`config.mk`:
```
export PLATFORM = sky130hd
export DESIGN_NAME = axis_uart_tx
export DESIGN_NICKNAME = d
export VERILOG_FILES = /design/src/rtl/axis_uart_tx.sv
export SDC_FILE = /design/constraint.sdc
export NUM_CORES = 1
export LEC_CHECK = 0
export BUFFER_PORTS_ARGS = -buffer_cell sky130_fd_sc_hd__clkbuf_2
export CAP_MARGIN = 10
export CORE_MARGIN = 2
export CORE_UTILIZATION = 45
export CTS_CLUSTER_SIZE = 25
export DETAILED_ROUTE_END_ITERATION = 6
export PLACE_DENSITY_LB_ADDON = 0.3
export SLEW_MARGIN = 10
export SYNTH_ARGS = -nofsm -noshare
export SYNTH_HDL_FRONTEND = slang
export SYNTH_SLANG_ARGS = --single-unit
```
`constraint.sdc`:
```
create_clock -name i_clk -period 9 [get_ports i_clk]
set_input_delay 0.45 -clock i_clk [delete_from_list [all_inputs] [get_ports i_clk]]
set_output_delay 0.45 -clock i_clk [all_outputs]
set_load 0.005 [all_outputs]
```
`src/rtl/axis_uart_tx.sv`:
```
// AXI-stream byte sink that buffers bytes in a small FIFO and sends them as 8N1 UART frames,
// optionally following each tlast byte with a line-feed frame.
module axis_uart_tx #(
  parameter int DIVISOR   = 868,
  parameter int FIFO_AW   = 4,
  parameter bit APPEND_LF = 1'b0
) (
  input  logic       i_clk,
  input  logic       i_rst,
  input  logic [7:0] i_tdata,
  input  logic       i_tlast,
  input  logic       i_tvalid,
  output logic       o_tready,
  output logic       o_uart_tx
);

  localparam int          DEPTH       = 1 << FIFO_AW;
  localparam logic [15:0] BAUD_RELOAD = 16'(DIVISOR - 1);
  localparam logic [7:0]  LF_BYTE     = 8'h0A;

  typedef enum logic [2:0] {
    ST_IDLE    = 3'd0,
    ST_START   = 3'd1,
    ST_DATA    = 3'd2,
    ST_STOP    = 3'd3,
    ST_LF_PEND = 3'd4
  } state_t;

  logic [8:0]         fifo_mem_r [DEPTH];
  logic [FIFO_AW-1:0] wr_ptr_r;
  logic [FIFO_AW-1:0] rd_ptr_r;
  logic [FIFO_AW:0]   count_r;

  state_t      state_r;
  logic [15:0] baud_cnt_r;
  logic [7:0]  shift_r;
  logic [2:0]  bit_idx_r;
  logic        last_r;
  logic        is_lf_r;
  logic        tx_r;

  logic       push_s;
  logic       pop_s;
  logic       empty_s;
  logic       full_s;
  logic       bit_end_s;
  logic       lf_due_s;
  logic [8:0] head_s;

  // Count never exceeds DEPTH, so its MSB alone flags a full FIFO.
  assign empty_s   = (count_r == '0);
  assign full_s    = count_r[FIFO_AW];
  assign o_tready  = !full_s && !i_rst;
  assign push_s    = i_tvalid && o_tready;
  assign head_s    = fifo_mem_r[rd_ptr_r];
  assign bit_end_s = (baud_cnt_r == 16'd0);
  assign lf_due_s  = (APPEND_LF == 1'b1) && last_r && !is_lf_r;
  assign o_uart_tx = tx_r;

  // Pop decision: idle start, or back-to-back reload when a stop bit expires.
  always_comb begin
    pop_s = 1'b0;
    if (i_rst) begin
      pop_s = 1'b0;
    end else begin
      case (state_r)
        ST_IDLE: pop_s = !empty_s;
        ST_STOP: pop_s = bit_end_s && !lf_due_s && !empty_s;
        default: pop_s = 1'b0;
      endcase
    end
  end

  // FIFO pointers and occupancy.
  always_ff @(posedge i_clk) begin
    if (i_rst) begin
      wr_ptr_r <= '0;
      rd_ptr_r <= '0;
      count_r  <= '0;
    end else begin
      if (push_s) wr_ptr_r <= wr_ptr_r + 1'b1;
      if (pop_s)  rd_ptr_r <= rd_ptr_r + 1'b1;
      if (push_s && !pop_s)      count_r <= count_r + 1'b1;
      else if (!push_s && pop_s) count_r <= count_r - 1'b1;
      else                       count_r <= count_r;
    end
  end

  // FIFO storage; contents are don't-care until written.
  always_ff @(posedge i_clk) begin
    if (push_s) fifo_mem_r[wr_ptr_r] <= {i_tlast, i_tdata};
  end

  // Transmit FSM with registered line output.
  always_ff @(posedge i_clk) begin
    if (i_rst) begin
      state_r    <= ST_IDLE;
      baud_cnt_r <= 16'd0;
      shift_r    <= 8'd0;
      bit_idx_r  <= 3'd0;
      last_r     <= 1'b0;
      is_lf_r    <= 1'b0;
      tx_r       <= 1'b1;
    end else begin
      case (state_r)
        ST_IDLE: begin
          if (pop_s) begin
            state_r    <= ST_START;
            baud_cnt_r <= BAUD_RELOAD;
            shift_r    <= head_s[7:0];
            last_r     <= head_s[8];
            is_lf_r    <= 1'b0;
            tx_r       <= 1'b0;
          end
        end
        ST_START: begin
          if (bit_end_s) begin
            state_r    <= ST_DATA;
            baud_cnt_r <= BAUD_RELOAD;
            bit_idx_r  <= 3'd0;
            tx_r       <= shift_r[0];
          end else begin
            baud_cnt_r <= baud_cnt_r - 16'd1;
          end
        end
        ST_DATA: begin
          if (bit_end_s) begin
            baud_cnt_r <= BAUD_RELOAD;
            if (bit_idx_r == 3'd7) begin
              state_r <= ST_STOP;
              tx_r    <= 1'b1;
            end else begin
              bit_idx_r <= bit_idx_r + 3'd1;
              shift_r   <= {1'b0, shift_r[7:1]};
              tx_r      <= shift_r[1];
            end
          end else begin
            baud_cnt_r <= baud_cnt_r - 16'd1;
          end
        end
        ST_STOP: begin
          if (bit_end_s) begin
            baud_cnt_r <= BAUD_RELOAD;
            // The line-feed load is folded into this edge so the LF frame follows with no gap.
            if (lf_due_s) begin
              state_r <= ST_START;
              shift_r <= LF_BYTE;
              last_r  <= 1'b0;
              is_lf_r <= 1'b1;
              tx_r    <= 1'b0;
            end else if (pop_s) begin
              state_r <= ST_START;
              shift_r <= head_s[7:0];
              last_r  <= head_s[8];
              is_lf_r <= 1'b0;
              tx_r    <= 1'b0;
            end else begin
              state_r <= ST_IDLE;
              tx_r    <= 1'b1;
            end
          end else begin
            baud_cnt_r <= baud_cnt_r - 16'd1;
          end
        end
        ST_LF_PEND: begin
          state_r    <= ST_START;
          baud_cnt_r <= BAUD_RELOAD;
          shift_r    <= LF_BYTE;
          last_r     <= 1'b0;
          is_lf_r    <= 1'b1;
          tx_r       <= 1'b0;
        end
        default: begin
          state_r    <= ST_IDLE;
          baud_cnt_r <= 16'd0;
          tx_r       <= 1'b1;
        end
      endcase
    end
  end

endmodule
```
After elaboration in Yosys (flattened, before gate mapping)
Memory sizes are Yosys's and may differ from the RTL's. A register that Yosys moved wholly into a read port is not among the register bits. Cells that the tools add are included.

Register bits after elaboration: 44. Bits in writable memories: 144. Memories kept: 1.

Memories: fifo_mem_r (depth 16, bits a word 9, rd ports 1, clocked after memory_dff 1, write ports 1, line 29) `logic [8:0] fifo_mem_r [DEPTH];`.

$add $sub $neg: 6. Mux-type cells: 34. Reduce and logical (&&, ||, !) cells: 21. Equal/unequal tests: 11.

Operator list (count): 16-bit case mux with 3 select lines (1); 16-bit 2-to-1 mux (2); 8-bit 2-to-1 mux (4); 8-bit case mux with 4 select lines (1); 3-bit 2-to-1 mux (8); 16-bit logical NOT (1); 16-bit by 1-bit subtractor with 16-bit output, second input constant (1); 3-bit case mux with 5 select lines (1); 2-bit != test, second input constant (6); 4-bit AND reduction (3); 1-bit 2-to-1 mux (10); 5-bit 2-to-1 mux (2); 4-bit by 1-bit adder with 4-bit output, second input constant (2); 4-bit 2-to-1 mux (2); 3-bit by 2-bit == test with 1-bit output, second input constant (2); 3-bit == test, second input constant (2); 3-bit case mux with 2 select lines (1); 5-bit by 1-bit adder with 5-bit output, second input constant (1); 1-bit logical AND (5); 1-bit logical NOT (5); 5-bit logical NOT (1); 1-bit case mux with 5 select lines (1); 5-bit AND reduction (1); 5-bit by 1-bit subtractor with 5-bit output, second input constant (1); 7 further kinds (8).

Longest topological paths before layout
Depth after elaboration: 8. Mapped depth: 14.

Worst setup path after synthesis
OpenSTA, ideal clock, no wires.

Kind: reg2reg. Start: register baud_cnt_r[3]. End: register count_r[4]. Setup slack: 6092 ps. Clock period less this slack: 2908 ps. Library setup time: 70 ps. Cell stages (with the launch flop): 13. Arrival time: 2838 ps. Data required time: 8930 ps. Path buffers: 0. Cells stage by stage: dfxtp_1 -> nor4_4 -> nand3_4 -> o21ai_0 -> nand2_1 -> ha_1 -> inv_1 -> ha_1 -> a21o_1 -> a21oi_1 -> xnor2_1 -> or3_1 -> a21oi_1.

Longest elaborated chain between the ends: 7. Elaborated cells between the ends (all ways): 9. Those cells by class: mux (3); reduce/logical (6).

Ends and longest elaborated chain: start: declaration (line 35) `logic [15:0] baud_cnt_r;`; start signal: assignment (line 123) `baud_cnt_r <= baud_cnt_r - 16'd1;`; start signal: assignment (line 138) `baud_cnt_r <= baud_cnt_r - 16'd1;`; start signal: assignment (line 162) `baud_cnt_r <= baud_cnt_r - 16'd1;`; 16-bit logical NOT (*) (line 56) `assign bit_end_s = (baud_cnt_r == 16'd0);`; 1-bit logical AND (*) (line 68) `ST_STOP: pop_s = bit_end_s && !lf_due_s && !empty_s;`; 1-bit case mux with 2 select lines (*) (line 66) `case (state_r)`; 1-bit 2-to-1 mux (*) (line 63) `if (i_rst) begin`; 1-bit logical NOT (line 83) `if (push_s && !pop_s) count_r <= count_r + 1'b1;`; 1-bit logical AND (line 83); 5-bit 2-to-1 mux / 2-bit nonzero test (equally long branches); end signal: assignment (line 83); end signal: assignment (line 84) `else if (!push_s && pop_s) count_r <= count_r - 1'b1;`; end signal: assignment (line 85) `else count_r <= count_r;`; end: declaration (line 32) `logic [FIFO_AW:0] count_r;`.

Every way passes the cells marked *; elsewhere a longest branch is shown, timed or not. A chain may end at the register's enable or synchronous reset.

Worst setup path in the final report
Same ends and word-level chain as after synthesis.

==> impl_metrics.toml <==
[worst_setup_path]
cp.arrival_ps = 3700
crit_type = "flop to flop"
reg2reg_depth = 12
cp_cell_sequence = "nor4_4, nand3_4, o21ai_0, nand2_1, ha_1, inv_1, ha_1, a21o_1, a21oi_1, xnor2_1, or3_1, a21oi_1"
crit_path_max_fanout = 9
critPathSlowestCell = "nor4_4"
reg2reg_to = "count_r[4]"
crit_path_end_kind = "flop"
reg2reg_from = "baud_cnt_r[3]"
critPathBufInv = 1
reg2reg_slack_ps = 5660
worstPathRequired_ps = 9360
start_kind = "flop"
slowest_delay_ps = 560
path_depth = 12
path_delay_family = "simple AND/OR/NAND/NOR gates"

[yosys]
syn_nets = 536
synthDistinctLibCells = 59
syn_area_sq_mm = 0.00742
yosys.area.top_type_share = 0.518
synth.largest_area_cell = "edfxtp_1"
synth_edf_count = 128
postSynthAreaPerCell_sq_um = 14.7
synth.area.top_cells = "edfxtp_1, dfxtp_1, mux4_2"
yosys_warnings = 0
ys_seq_elements = 175
seq_area_frac_synth = 0.644
async_flop_share = 0
syn_inst = 506
synthFlopType = "edfxtp_1"

[timing]
fin_tns_setup_ps = 0
timing.final.hold_violations = 0
fmax_mhz = 299
finalCritPeriodShare = 0.371
fin_crit_ps = 3340
finClkSkew_ps = 13.6
setup_viol = 0
rsz0062_at_grt = "no"
worst_pin_slew_ps = 1020
slew_headroom = 0.317
slew_viol_final = 0

[pwr]
total_power_mw = 2.51
ir_worst_vdd_v = 0.000182
leakage_nw = 2.71
power_density_mw_per_mm2 = 304

[cells_and_area]
final_cell_mix = "edfxtp_1, dfxtp_1, a21oi_1"
final_common_cell = "edfxtp_1"
layout.nets = 544
n_antenna_cell = 0
area_growth_pct = 11.3
drive_gt1_frac = 0.180

[die]
die_x_um = 132
core.rowCount = 46
die_height_um = 132
start_util = 0.464
pin_count = 14
die_area_sq_mm = 0.0175
design.core.area_sq_mm = 0.0160

[route]
wirelength_mm = 14.6
wl_met1_mm = 6.53
vias = 4268
routed.top_layer = "met4"
vias_per_cell = 5.74
drt-initial-drc-count = 352
ant_nets = 0
route.met2.wl_mm = 7.32
dr_wl_met3_um = 558
wl_per_cell_um = 19.6
firstDrtPassIters = 5
drc = 0

[clocking]
ctsHoldBuffers = 0
cts_made_buffers = 17
cts_root_buf = "clkbuf_16"
clkTransAtPathRegs_ps = 70
clk-insertion-delay-late_ps = 430
cts_resized = 0
clock-sinks = 175
htreeDepth = 4
tritoncts = "yes"
clock_path_buffers = 2
cts_setup_buffers = 0

[placed_design]
port_buffers = 12
dp_hpwl_mm = 9.26
gp_congestion = 0.734

[min_path]
hold-path-cell-count = 1
whs_endpoint = "fifo_mem_r[11][7]"
hp-class = "input port to flop"
min-delay-start = "i_tdata[7]"

[grt]
grt_antenna_before_repair = 0
grt_max_degree = 39
grt_overflow = 0
grt_pass1_vias = 4270
track_usage = 0.174
grt_pass1_wl_mm = 23.1

[outcome]
status = "completed"

[run]
cap_violations = 0
==> how the worst max path moves through the flow <==
stage                  startpoint    endpoint  slack [ps]
finish              baud_cnt_r[3]  count_r[4]        5660
global route        baud_cnt_r[3]  count_r[4]        5320
CTS                 baud_cnt_r[3]  count_r[4]        5630
detailed placement  baud_cnt_r[3]  count_r[4]        5650
global placement    baud_cnt_r[3]  count_r[4]        5710
floorplan           baud_cnt_r[3]  count_r[4]        6090
==> worst reg2reg max path: cells and delay by family (launching register included) <==
kind                       cells  cell delay [ps]
AOI/OAI and AO/OA              4              890
xor gates and xnor gates       1               90
adders and majority gates      2              530
buffers and inverters          1              150
DFF                            1              370
and+or+nand+nor                4             1240
==> Yosys cell counts (all sizes together), types with 2 or more instances <==
cell	n
o21ba	2
nor3	20
or2	2
nor4	3
o31ai	11
edfxtp	128
nand4	3
nand2b	8
a311oi	6
nand2	22
a21oi	37
mux2i	6
a31oi	4
dfxtp	47
a211oi	6
inv	9
o21ai	12
nor2	31
or3b	2
nor2b	3
or3	8
and2	2
a21o	3
and3	2
clkbuf	18
mux4	32
a211o	4
xor2	3
o31a	2
nand3	10
o22ai	16
xnor2	4
buf	11
o21a	2
ha	17
==> state kept, by name (all words and copies together) (netlist names), named ones only <==
name	cells
bit_idx_r	3
count_r	5
wr_ptr_r	4
shift_r	8
baud_cnt_r	16
fifo_mem_r	128
state_r	2
rd_ptr_r	4
o_uart_tx	1
==> where the power goes <==
part           switching (mW)  internal, mW
Clock                   0.321         0.446
Sequential             0.0765         0.938
Combinational           0.424         0.305
Total                   0.821          1.69
==> final cells by class <==
class | count | area (sq um)
Clock buffer | 20 | 437
Sequential cell | 175 | 4790
Inverter | 9 | 33.8
Fill cell | 1357 | 7740
Multi-Input combinational cell | 293 | 2460
Tap cell | 216 | 270
Clock inverter | 12 | 171
Timing Repair Buffer | 18 | 105
==> routing by layer <==
| layer | track usage | vias up |
|---|---|---|
| met5 | 0 | - |
| met4 | 0.0591 | 0 |
| li1 | - | 2005 |
| met1 | 0.231 | 2166 |
| met2 | 0.289 | 85 |
| met3 | 0.0337 | 12 |
==> through the flow <==
stage,hold slack (ps),area [sq um],setup slack [ps],cells,utilization
finish,456,8260,5660,743,0.516
global route,484,8260,5320,743,0.516
floorplan,427,7420,6090,506,-
detailed placement,455,7650,5650,711,0.478
global placement,452,7650,5710,711,0.478
CTS,443,8260,5630,743,0.516
==> logic make-up (layout without fill, tap and decap cells) <==
logic type	Yosys count	count (layout)	share of synthesized area
fa+ha+maj	18	18	0.0313
xor+xnor	7	7	0.00826
buf+inv	38	59	0.0244
mux	38	38	0.105
simple gates	119	119	0.0863
compound gates	111	111	0.100
flops	175	175	0.644
Note: power is estimated with default switching activity, not from simulation.
